<file path="src/rtl/job_desc_dispatcher_pkg.sv">
// Shared definitions for the job descriptor dispatcher: descriptor field
// layout, default magic value and the dispatcher FSM state encoding.
package snap_job_pkg;

   localparam int unsigned MAGIC_LSB = 0;
   localparam int unsigned MAGIC_MSB = 15;
   localparam int unsigned LAST_BIT  = 16;
   localparam int unsigned NEXT_LSB  = 64;
   localparam int unsigned NEXT_MSB  = 127;

   localparam logic [15:0] DESC_MAGIC_DEFAULT = 16'h4A42;

   typedef enum logic [2:0] {
      IDLE,
      FETCH_REQ,
      FETCH_WAIT,
      DISPATCH,
      WAIT_START,
      DRAIN,
      DONE,
      ERROR
   } state_e;

endpackage

</file>
<file path="src/rtl/job_desc_dispatcher_check.sv">
// Combinational descriptor field extraction: magic check, last flag,
// next pointer and its alignment.
module job_desc_check
   import snap_job_pkg::*;
#(
   parameter int unsigned DESC_WIDTH = 512,
   parameter int unsigned ADDR_WIDTH = 64,
   parameter int unsigned DESC_ALIGN = 6,
   parameter logic [15:0] DESC_MAGIC = DESC_MAGIC_DEFAULT
) (
   input  logic [DESC_WIDTH-1:0] desc,
   output logic                  magic_ok,
   output logic                  last,
   output logic [ADDR_WIDTH-1:0] next_addr,
   output logic                  next_aligned
);

   // Reserved and payload bits are deliberately ignored here.
   logic unused_desc_bits;
   assign unused_desc_bits = ^desc;

   assign magic_ok     = (desc[MAGIC_MSB:MAGIC_LSB] == DESC_MAGIC);
   assign last         = desc[LAST_BIT];
   assign next_addr    = desc[NEXT_LSB +: ADDR_WIDTH];
   assign next_aligned = (next_addr[DESC_ALIGN-1:0] == '0);

endmodule

</file>
<file path="src/rtl/job_desc_dispatcher.sv">
// Job-manager front end: fetches descriptors from host memory, optionally
// follows the chain, and dispatches each one to the first free kernel.
module job_desc_dispatcher
   import snap_job_pkg::*;
#(
   parameter int unsigned KERNEL_NUM = 8,
   parameter int unsigned DESC_WIDTH = 512,
   parameter int unsigned ADDR_WIDTH = 64,
   parameter int unsigned DESC_ALIGN = 6,
   parameter logic [15:0] DESC_MAGIC = DESC_MAGIC_DEFAULT
) (
   input  logic                  clk,
   input  logic                  rst_n,
   input  logic                  manager_start,
   input  logic                  run_mode,
   input  logic [ADDR_WIDTH-1:0] init_addr,
   input  logic                  new_job,
   input  logic                  job_done,
   input  logic [KERNEL_NUM-1:0] kernel_start,
   output logic                  job_start,
   output logic [DESC_WIDTH-1:0] job_desc,
   output logic                  rd_req_valid,
   input  logic                  rd_req_ready,
   output logic [ADDR_WIDTH-1:0] rd_req_addr,
   input  logic                  rd_rsp_valid,
   output logic                  rd_rsp_ready,
   input  logic [DESC_WIDTH-1:0] rd_rsp_data,
   output logic [31:0]           jobs_dispatched,
   output logic                  run_done,
   output logic                  run_error
);

   state_e                  state_q, state_d;
   logic [ADDR_WIDTH-1:0]   cur_addr_q, cur_addr_d;
   logic [DESC_WIDTH-1:0]   job_desc_q, job_desc_d;
   logic [31:0]             cnt_q, cnt_d;
   logic                    mstart_q, mstart_d;

   logic [DESC_WIDTH-1:0]   chk_desc;
   logic                    magic_ok, desc_last, next_aligned;
   logic [ADDR_WIDTH-1:0]   next_addr;
   logic                    start_edge;

   // The response is checked before latching; afterwards the held copy is.
   assign chk_desc   = (state_q == FETCH_WAIT) ? rd_rsp_data : job_desc_q;
   assign start_edge = manager_start & ~mstart_q;
   assign mstart_d   = manager_start;

   job_desc_check #(
      .DESC_WIDTH (DESC_WIDTH),
      .ADDR_WIDTH (ADDR_WIDTH),
      .DESC_ALIGN (DESC_ALIGN),
      .DESC_MAGIC (DESC_MAGIC)
   ) u_check (
      .desc         (chk_desc),
      .magic_ok     (magic_ok),
      .last         (desc_last),
      .next_addr    (next_addr),
      .next_aligned (next_aligned)
   );

   always_comb begin
      state_d      = state_q;
      cur_addr_d   = cur_addr_q;
      job_desc_d   = job_desc_q;
      cnt_d        = cnt_q;
      job_start    = 1'b0;
      rd_req_valid = 1'b0;
      rd_rsp_ready = 1'b0;

      case (state_q)
         IDLE: begin
            if (start_edge) begin
               cur_addr_d = init_addr;
               cnt_d      = '0;
               state_d    = (init_addr[DESC_ALIGN-1:0] == '0) ? FETCH_REQ : ERROR;
            end
         end
         FETCH_REQ: begin
            if (!manager_start) begin
               state_d = IDLE;
            end else begin
               rd_req_valid = 1'b1;
               if (rd_req_ready) state_d = FETCH_WAIT;
            end
         end
         FETCH_WAIT: begin
            // An accepted request is always drained, even after an abort.
            rd_rsp_ready = 1'b1;
            if (rd_rsp_valid) begin
               if (!manager_start) begin
                  state_d = IDLE;
               end else begin
                  job_desc_d = rd_rsp_data;
                  state_d    = magic_ok ? DISPATCH : ERROR;
               end
            end
         end
         DISPATCH: begin
            if (!manager_start) begin
               state_d = IDLE;
            end else if (new_job) begin
               job_start = 1'b1;
               state_d   = WAIT_START;
            end
         end
         WAIT_START: begin
            if (kernel_start != '0) begin
               if (cnt_q != '1) cnt_d = cnt_q + 32'd1;
               if (!manager_start) begin
                  state_d = IDLE;
               end else if (!run_mode || desc_last) begin
                  state_d = DRAIN;
               end else if (!next_aligned) begin
                  state_d = ERROR;
               end else begin
                  cur_addr_d = next_addr;
                  state_d    = FETCH_REQ;
               end
            end else begin
               state_d = manager_start ? DISPATCH : IDLE;
            end
         end
         DRAIN: begin
            if (!manager_start)  state_d = IDLE;
            else if (job_done)   state_d = DONE;
         end
         DONE, ERROR: begin
            if (!manager_start) state_d = IDLE;
         end
         default: state_d = IDLE;
      endcase
   end

   always_ff @(posedge clk or negedge rst_n) begin
      if (!rst_n) begin
         state_q    <= IDLE;
         cur_addr_q <= '0;
         job_desc_q <= '0;
         cnt_q      <= '0;
         mstart_q   <= 1'b1;
      end else begin
         state_q    <= state_d;
         cur_addr_q <= cur_addr_d;
         job_desc_q <= job_desc_d;
         cnt_q      <= cnt_d;
         mstart_q   <= mstart_d;
      end
   end

   assign rd_req_addr     = cur_addr_q;
   assign job_desc        = job_desc_q;
   assign jobs_dispatched = cnt_q;
   assign run_done        = (state_q == DONE);
   assign run_error       = (state_q == ERROR);

endmodule

</file>
<file path="config.mk">
export PLATFORM = sky130hd
export DESIGN_NAME = job_desc_dispatcher
export DESIGN_NICKNAME = d
export VERILOG_FILES = /design/src/rtl/job_desc_dispatcher_pkg.sv /design/src/rtl/job_desc_dispatcher_check.sv /design/src/rtl/job_desc_dispatcher.sv
export SDC_FILE = /design/constraint.sdc
export NUM_CORES = 1
export LEC_CHECK = 0
export ABC_AREA = 1
export CAP_MARGIN = 40
export CORE_AREA = 3 3 468 470
export DETAILED_ROUTE_END_ITERATION = 12
export DIE_AREA = 0 0 471 473
export PLACE_DENSITY = 0.43
export RECOVER_POWER = 25
export SYNTH_ARGS = -nofsm -noshare
export SYNTH_HDL_FRONTEND = slang
export SYNTH_SLANG_ARGS = --single-unit
</file>
<file path="constraint.sdc">
create_clock -name clk -period 5.7 [get_ports clk]
set_input_delay 1.71 -clock clk [delete_from_list [all_inputs] [get_ports clk]]
set_output_delay 1.71 -clock clk [all_outputs]
set_load 0.01 [all_outputs]
</file>
==> impl_metrics.ini, run 1 <==
[status]
violated_checks = capacitance limit, slew limit
run_status = complete, but fails checks

[detailed_routing]
route.vias.total = 21290
initialDrtViolationCount = 926
finalWirelength_mm = 163.4
detail_route.vias_per_cell = 3.417
ant_nets = 0
drt_pre_antenna_iters = 5
wl_per_cell_um = 26.23
remaining_drc_errors = 0

[floorplan]
rows = 170
design.die.area_um2 = 222800
core_area_um2 = 214800
floorplan.initialDensity_pct = 11.57
ioPinCount = 1205
die_wd_um = 471
die-height_um = 473

[power]
switching_part_of_the_total_pct = 36.58
power_frac_comb_pct = 44.2
clock_power_share_pct = 24.0
vdd_ir_drop_max_uv = 270.2
p_int_uw = 15210
p_per_area_nw_per_um2 = 551.5
power.static_leakage_uw = 0.01758
power.net_switching_uw = 8770
seq_power_share_pct = 31.8

[sta]
grt_setup_unrepaired = false
timing_max_transition_violations_final = 275
hold-worst-slack_ps = 467.2
setup_violations = 0
relSlewSlack_pct = -58.64
max_clock_freq_mhz = 195.2
tightest_slew_ps = 2380
timing.setup.tns_ps = 0
period_needed_ps = 5123
final_critical_path_setup_slack_ps = 577.0
clock-skew-final_ps = 47.29
final-hold-violation-count = 0
final_min_period_over_clock_period_pct = 89.88

[hold_path]
timing.hold.worst.class = reg -> reg
worst_hold_endpoint = rd_req_addr[34]
worst_hold_path.num_cells = 2
worstHoldStart = rd_req_addr[34]

[final_layout]
layout.cells.most_common = sky130_fd_sc_hd__clkdlybuf4s50_1
stdcell_area_um2 = 43470
drive_gt1_share_pct = 19.08
fin_nets = 3887
layout.filler_cells = 23490
layout.cells.most_common_list = sky130_fd_sc_hd__clkdlybuf4s50_1 (1202), sky130_fd_sc_hd__dfrtp_1 (611), sky130_fd_sc_hd__mux2_2 (441)
area_growth_pct = 74.86

[critical_path]
r2r_cells = 10
r2r-start = state_q[2]
worstPathRequired_ps = 3990
max_stage_delay_ps = 670
r2r_end = rd_req_addr[36]
worst_path_slowest_cell = sky130_fd_sc_hd__dlygate4sd3_1
regToRegSetupSlack_ps = 2730
critical_path.endpoint_type = output port
worst-path-max-fanout = 5
startpoint_type_of_the_worst_setup_path = input pin
crit_arrival_ps = 3410
critical_path_class = in -> out
cp_cell_sequence = dlygate4sd3_1, nand4_1, nor2_1, clkdlybuf4s50_1

[grt]
grt_usage_pct = 14.22
grt-ovfl-total = 0
grt_pass1_wl_mm = 213.9
grt_pass1_vias = 22470
antenna_found_initial = 128
grt_max_degree = 100

[clock_network]
cts_max_path_buffers = 3
cts.reportedPaths.clkPinSlew_ps = 60
sink_count_of_the_clock_tree = 612
postCtsSetupRepairBufs = 0
post_cts_hold_buffer_count = 0
htreeDepth = 3
worstSkewPairLatency_ps = 710
cts_tree = done
tritoncts.num_buffers = 86
post_cts_resized = 0
root_buffer = sky130_fd_sc_hd__clkbuf_16

[synthesis]
syn_nets = 2657
synthTopCellsByArea = sky130_fd_sc_hd__dfrtp_1 (61%), sky130_fd_sc_hd__mux2_2 (20%), sky130_fd_sc_hd__nand2_1 (5.6%)
netlist_area_um2 = 24860
synth-seq-cells = 612
ys.warnings.count = 0
yosys.area.top_type = sky130_fd_sc_hd__dfrtp_1
area_share_of_the_largest_cell_type_after_synthesis_pct = 61.50
post_synth_num_cell_types = 32
syn_inst = 2064
portion_of_the_post_synthesis_area_used_by_sequential_elements_pct = 61.61
avgSynthCellArea_um2 = 12.05

[place]
globalplace.congestion = 0.8634
postPlaceCellArea_um2 = 40460
port-buffer-count = 1204
dp.final_hpwl_mm = 136.3
place_ws_ps = 687.2

[job]
cap_viol_max_count = 5
==> final cells by class <==
cell class | count | area, µm² | share of cell area, %
Antenna cell | 32 | 80.08 | 0.1842
Clock buffer | 111 | 2376 | 5.466
Clock inverter | 43 | 624.3 | 1.436
Inverter | 111 | 419.2 | 0.9642
Multi-Input combinational cell | 1234 | 8542 | 19.65
Sequential cell | 612 | 15320 | 35.23
Tap cell | 2838 | 3551 | 8.168
Timing Repair Buffer | 1249 | 12560 | 28.90
==> how the worst max path moves through the flow <==
stage	start	endpoint	slack, ps	depth (start not counted)
after floorplan	manager_start	rd_req_valid	1880	2
after global placement	manager_start	job_start	670	4
after detailed placement	manager_start	job_start	690	4
after CTS	manager_start	job_start	680	4
after global routing	rst_n	rd_req_addr[56]	310	2
final	manager_start	job_start	580	4
==> kinds of logic after synthesis <==
logic type	share of synthesized area [%]
compound gates	4.071
xor+xnor	0.3171
fa+ha+maj	0.05032
buf+inv	4.157
flops	61.61
mux	19.97
simple gates	9.824
==> stage by stage <==
stage | util [%] | instances | power, µW
final | 20.24 | 6230 | 23980
after global placement | 18.81 | 6042 | 18590
after CTS | 20.23 | 6198 | 24680
after detailed placement | 18.83 | 6044 | 18620
after global routing | 20.20 | 6201 | 25430
after floorplan | - | 2064 | 11220
==> critical path: cells and delay by family <==
| kind | cells | cell delay [ps] |
|---|---|---|
| buffers and inverters | 2 | 1260 |
| and+or+nand+nor | 2 | 440 |
==> registers in the layout, summed over array words and instances (netlist names) <==
signal	cells
job_desc	512
jobs_dispatched	32
mstart_q	1
state_q	3
rd_req_addr	64
==> synthesized netlist by cell type (all sizes together) <==
master	count
dfrtp	611
clkbuf	39
buf	68
a21oi	29
or2	3
clkinv	1
mux2	441
nand3	107
o21bai	2
o21ai	151
ha	1
nand4	13
o31ai	8
nor3	13
dfstp	1
nand3b	9
xor2	7
xnor2	2
nand2	370
o22ai	1
nor2	74
inv	110
a21o	3
==> metal layers <==
| metal | up-vias | wire, µm | global-route usage [%] |
|---|---|---|---|
| met3 | 286 | 18860 | 7.766 |
| met5 | - | 370 | 0 |
| met4 | 58 | 5745 | 4.273 |
| met2 | 1083 | 78930 | 24.25 |
| li1 | 9473 | - | - |
| met1 | 10390 | 59510 | 14.98 |
==> power by group through the flow <==
stage / clock [µW] / sequential [µW] / combinational (µW)
2_1_floorplan: 0 / 8410 / 2810
3_3_place_gp: 0 / 7630 / 11000
3_5_place_dp: 0 / 7670 / 10900
4_1_cts: 6000 / 7660 / 11000
5_1_grt: 6150 / 7910 / 11400
6_report: 5750 / 7620 / 10600
(Power assumes the default switching activity.)
==> run 2: changes to the inputs <==
clock period = 6.1 ns   (was 5.7 ns; I/O delays follow)
==> impl_metrics.ini, run 2 (synthesized netlist as in run 1, its figures left out) <==
[status]
run_status = complete, but fails checks
violated_checks = capacitance limit, slew limit

[clock_network]
tritoncts.num_buffers = 86
cts_tree = done
worstSkewPairLatency_ps = 720
htreeDepth = 3
post_cts_resized = 0
sink_count_of_the_clock_tree = 612
postCtsSetupRepairBufs = 0
root_buffer = sky130_fd_sc_hd__clkbuf_16
cts_max_path_buffers = 3
cts.reportedPaths.clkPinSlew_ps = 50
post_cts_hold_buffer_count = 0

[critical_path]
critical_path_class = in -> out
regToRegSetupSlack_ps = 3210
critical_path.endpoint_type = output port
cp-startpoint = manager_start
startpoint_type_of_the_worst_setup_path = input pin
r2r-start = state_q[2]
crit_arrival_ps = 3540
worst-path-max-fanout = 5
worstPathRequired_ps = 4270
r2r_cells = 6

[sta]
tightest_slew_ps = 2558
timing_max_transition_violations_final = 309
relSlewSlack_pct = -70.51
grt_setup_unrepaired = false
clock-skew-final_ps = 20.73
timing.setup.tns_ps = 0
max_clock_freq_mhz = 186.2
period_needed_ps = 5372
final_min_period_over_clock_period_pct = 88.06
final-hold-violation-count = 0
setup_violations = 0

[final_layout]
drive_gt1_share_pct = 18.63
layout.cells.most_common = sky130_fd_sc_hd__clkdlybuf4s50_1
layout.cells.most_common_list = sky130_fd_sc_hd__clkdlybuf4s50_1 (1202), sky130_fd_sc_hd__dfrtp_1 (611), sky130_fd_sc_hd__mux2_2 (441)
area_growth_pct = 74.34
final-seq-area_um2 = 15320
largest_reg_flops = 512
multi_input_logic_area_um2 = 8542
layout.filler_cells = 23450
final_cells = 6221
fin_nets = 3883

[place]
dp.final_hpwl_mm = 135.6
port-buffer-count = 1204
globalplace.congestion = 0.8534
dp_cells = 6040

[detailed_routing]
initialDrtViolationCount = 897
finalWirelength_mm = 163.9
remaining_drc_errors = 0
route.vias.total = 21130
detail_route.vias_per_cell = 3.396
ant_nets = 0
drt_pre_antenna_iters = 5
wl_per_cell_um = 26.35

[hold_path]
worst_hold_path.num_cells = 2
timing.hold.worst.class = reg -> reg
worstHoldStart = rd_req_addr[23]

[power]
switching_part_of_the_total_pct = 36.24
clock_power_share_pct = 24.0
seq_power_share_pct = 31.9
power_frac_comb_pct = 44.1
power.net_switching_uw = 8096
p_int_uw = 14240
vdd_ir_drop_max_uv = 228.8
power.static_leakage_uw = 0.01751
p_per_area_nw_per_um2 = 515.4

[floorplan]
core_area_um2 = 214800
rows = 170
floorplan.initialDensity_pct = 11.57
ioPinCount = 1205
die-height_um = 473
design.die.area_um2 = 222800
die_wd_um = 471

[grt]
antenna_found_initial = 123
grt_pass1_wl_mm = 214.0
gr-usage-met1_pct = 14.84
groute.layer.met3.usage_pct = 7.976
grt_usage_pct = 14.24
grt-ovfl-total = 0
grt_pass1_vias = 22300
grt_most_used_layer = met2
grt_max_degree = 135
globalRouteMet2Util_pct = 24.61

[job]
cap_viol_max_count = 7
run 2: area by class of cell:
| cell class | count | share of cell area (%) |
|---|---|---|
| inverter | 111 | 0.9671 |
| clock buffer | 117 | 5.603 |
| tap | 2838 | 8.193 |
| sequential | 612 | 35.34 |
| multi-input combinational | 1234 | 19.71 |
| timing repair buffer | 1245 | 28.77 |
| antenna | 28 | 0.1617 |
| clock inverter | 36 | 1.264 |
run 2: through the flow:
step	power (µW)	area [µm²]	setup slack (ps)	util, %	hold slack, ps
finish	22340	43340	728.2	20.18	467.4
global route	23700	43280	695.5	20.15	488.7
CTS	23030	43360	842.0	20.18	472.9
detailed placement	17360	40390	844.2	18.80	458.5
global placement	17300	40290	807.5	18.75	452.5
floorplan	10480	24860	2044	-	505.8
run 2: metal layers:
layer | part of all wire, % | up-vias | wire, µm
met3 | 12 | 270 | 19660
met2 | 49 | 1028 | 79980
met1 | 36 | 10320 | 59430
li1 | - | 9450 | -
met4 | 2.7 | 64 | 4453
met5 | 0.24 | - | 395
run 2: power groups by stage:
stage | registers (µW) | clock network (µW) | logic (µW)
finish | 7120 | 5350 | 9860
global route | 7390 | 5740 | 10600
CTS | 7150 | 5620 | 10300
detailed placement | 7170 | 0 | 10200
global placement | 7120 | 0 | 10200
floorplan | 7860 | 0 | 2630
run 2: critical path, stage by stage:
cell and delay, ps:
sky130_fd_sc_hd__dlygate4sd3_1 670, sky130_fd_sc_hd__nand4_1 190, sky130_fd_sc_hd__nor2_1 260, sky130_fd_sc_hd__clkdlybuf4s50_1 590
run 2: final timing paths:
path | to
max | job_start
min | rd_req_addr[23]
max reg2reg | job_desc[396]
min reg2reg | rd_req_addr[23]
max in group asynchronous | job_desc[384]
min in group asynchronous | jobs_dispatched[4]
==> run 3: changes to the inputs <==
CORE_AREA = 2 2 467 469   (was 3 3 468 470)
DIE_AREA = 0 0 469 471   (was 0 0 471 473)
==> impl_metrics.ini, run 3 (synthesized netlist as in run 1, its figures left out) <==
[grt]
grt_pass1_vias = 21880
gr-usage-met1_pct = 15.04
grt_max_degree = 136
grt_most_used_layer = met2
grt-ovfl-total = 0
grt_usage_pct = 14.50
groute.layer.met3.usage_pct = 7.599
globalRouteMet2Util_pct = 25.47
antenna_found_initial = 160
grt_pass1_wl_mm = 212.5

[clock_network]
cts_max_path_buffers = 3
tritoncts.num_buffers = 85
cts.reportedPaths.clkPinSlew_ps = 50
sink_count_of_the_clock_tree = 612
postCtsSetupRepairBufs = 0
post_cts_resized = 0
worstSkewPairLatency_ps = 710
root_buffer = sky130_fd_sc_hd__clkbuf_16
post_cts_hold_buffer_count = 0
cts_tree = done
htreeDepth = 3

[critical_path]
cp_cell_sequence = dlygate4sd3_1, clkinv_1, buf_4, nor2_1, clkdlybuf4s50_1
path_delay_family = buffers and inverters
cp-startpoint = manager_start
crit_buf_inv = 4
regToRegSetupSlack_ps = 2840
critical_path_class = in -> out
r2r_cells = 10
worstSetupPathDepth = 5
worstPathRequired_ps = 4270
worst-path-max-fanout = 10
crit_arrival_ps = 3500
r2r_end = rd_req_addr[33]
worst_path_slowest_cell = sky130_fd_sc_hd__dlygate4sd3_1
max_stage_delay_ps = 650
r2r-start = state_q[2]
startpoint_type_of_the_worst_setup_path = input pin
worst_setup_path_end = rd_req_valid
critical_path.endpoint_type = output port

[sta]
clock-skew-final_ps = 37.57
final_min_period_over_clock_period_pct = 87.35
setup_violations = 0
relSlewSlack_pct = -123.7
period_needed_ps = 5328
final-hold-violation-count = 0
timing.setup.tns_ps = 0
grt_setup_unrepaired = false
tightest_slew_ps = 3356
final_critical_path_setup_slack_ps = 771.6
timing_max_transition_violations_final = 302
max_clock_freq_mhz = 187.7

[place]
place_ws_ps = 866.9
globalplace.congestion = 0.8792
dp.final_hpwl_mm = 137.0
port-buffer-count = 1204
dp_cells = 6039

[floorplan]
die_wd_um = 469
rows = 171
die-height_um = 471
ioPinCount = 1205
core_area_um2 = 216100
floorplan.initialDensity_pct = 11.50
design.die.area_um2 = 220900

[power]
p_per_area_nw_per_um2 = 509.4
vdd_ir_drop_max_uv = 254.8
power.static_leakage_uw = 0.01735

[final_layout]
final_cells = 6205
largest_reg_flops = 512
post-route-util_pct = 19.89
layout.cells.most_common_list = sky130_fd_sc_hd__clkdlybuf4s50_1 (1202), sky130_fd_sc_hd__dfrtp_1 (611), sky130_fd_sc_hd__mux2_2 (441)
layout.cells.most_common = sky130_fd_sc_hd__clkdlybuf4s50_1
area_growth_pct = 72.92
fin_nets = 3865
drive_gt1_share_pct = 18.39

[detailed_routing]
route.vias.total = 21390
remaining_drc_errors = 0
drt_pre_antenna_iters = 5
ant_nets = 0
wl_per_cell_um = 26.68
detail_route.vias_per_cell = 3.448
finalWirelength_mm = 165.5
initialDrtViolationCount = 1015

[hold_path]
timing.hold.worst.class = reg -> reg

[status]
run_status = complete, but fails checks
violated_checks = capacitance limit, slew limit

[job]
cap_viol_max_count = 4
==> run 3: per-layer routing <==
metal / share of wire [%] / vias to the layer above
met3: 12 / 327
met2: 50 / 1107
met1: 35 / 10460
li1: - / 9405
met4: 2.5 / 92
met5: 0.34 / -
==> run 3: final cells by class <==
type	instances	area [µm²]
antenna	17	42.54
clock buffer	115	2370
clock inverter	34	402.9
fill	23700	173100
inverter	111	419.2
multi-input combinational	1234	8537
sequential	612	15320
tap	2854	3571
timing repair buffer	1228	12330
==> run 3: worst min path at each step <==
| stage | startpoint | to | slack, ps | cells after the start |
|---|---|---|---|---|
| global route | rd_req_addr[18] | rd_req_addr[18] | 480 | 2 |
| CTS | rd_req_addr[18] | rd_req_addr[18] | 470 | 2 |
| floorplan | rd_req_addr[10] | rd_req_addr[10] | 510 | 2 |
| global placement | rd_req_addr[16] | rd_req_addr[16] | 450 | 2 |
| detailed placement | rd_req_addr[18] | rd_req_addr[18] | 460 | 2 |
| finish | rd_req_addr[43] | rd_req_addr[43] | 470 | 2 |
==> run 3: worst min-delay path: cells and delay by family, from the launching register on <==
family | cells | cell delay (ps)
AND/OR/NAND/NOR | 2 | 100
flip-flops | 1 | 340
==> run 3: where the power goes <==
part           leakage [µW]  internal, µW  switching [µW]
clock network       0.00135          2910            2160
logic               0.00849          5030            4660
registers           0.00751          5970            1180
total                0.0173         13900            7990
==> run 3: per-stage QoR <==
| stage | cell area [µm²] | hold slack, ps | total power [µW] |
|---|---|---|---|
| after CTS | 42990 | 473.0 | 22520 |
| after global placement | 40200 | 452.6 | 17140 |
| after global routing | 42960 | 480.8 | 23210 |
| after detailed placement | 40210 | 459.0 | 17170 |
| final | 42990 | 468.9 | 21900 |
| after floorplan | 24860 | 505.8 | 10480 |
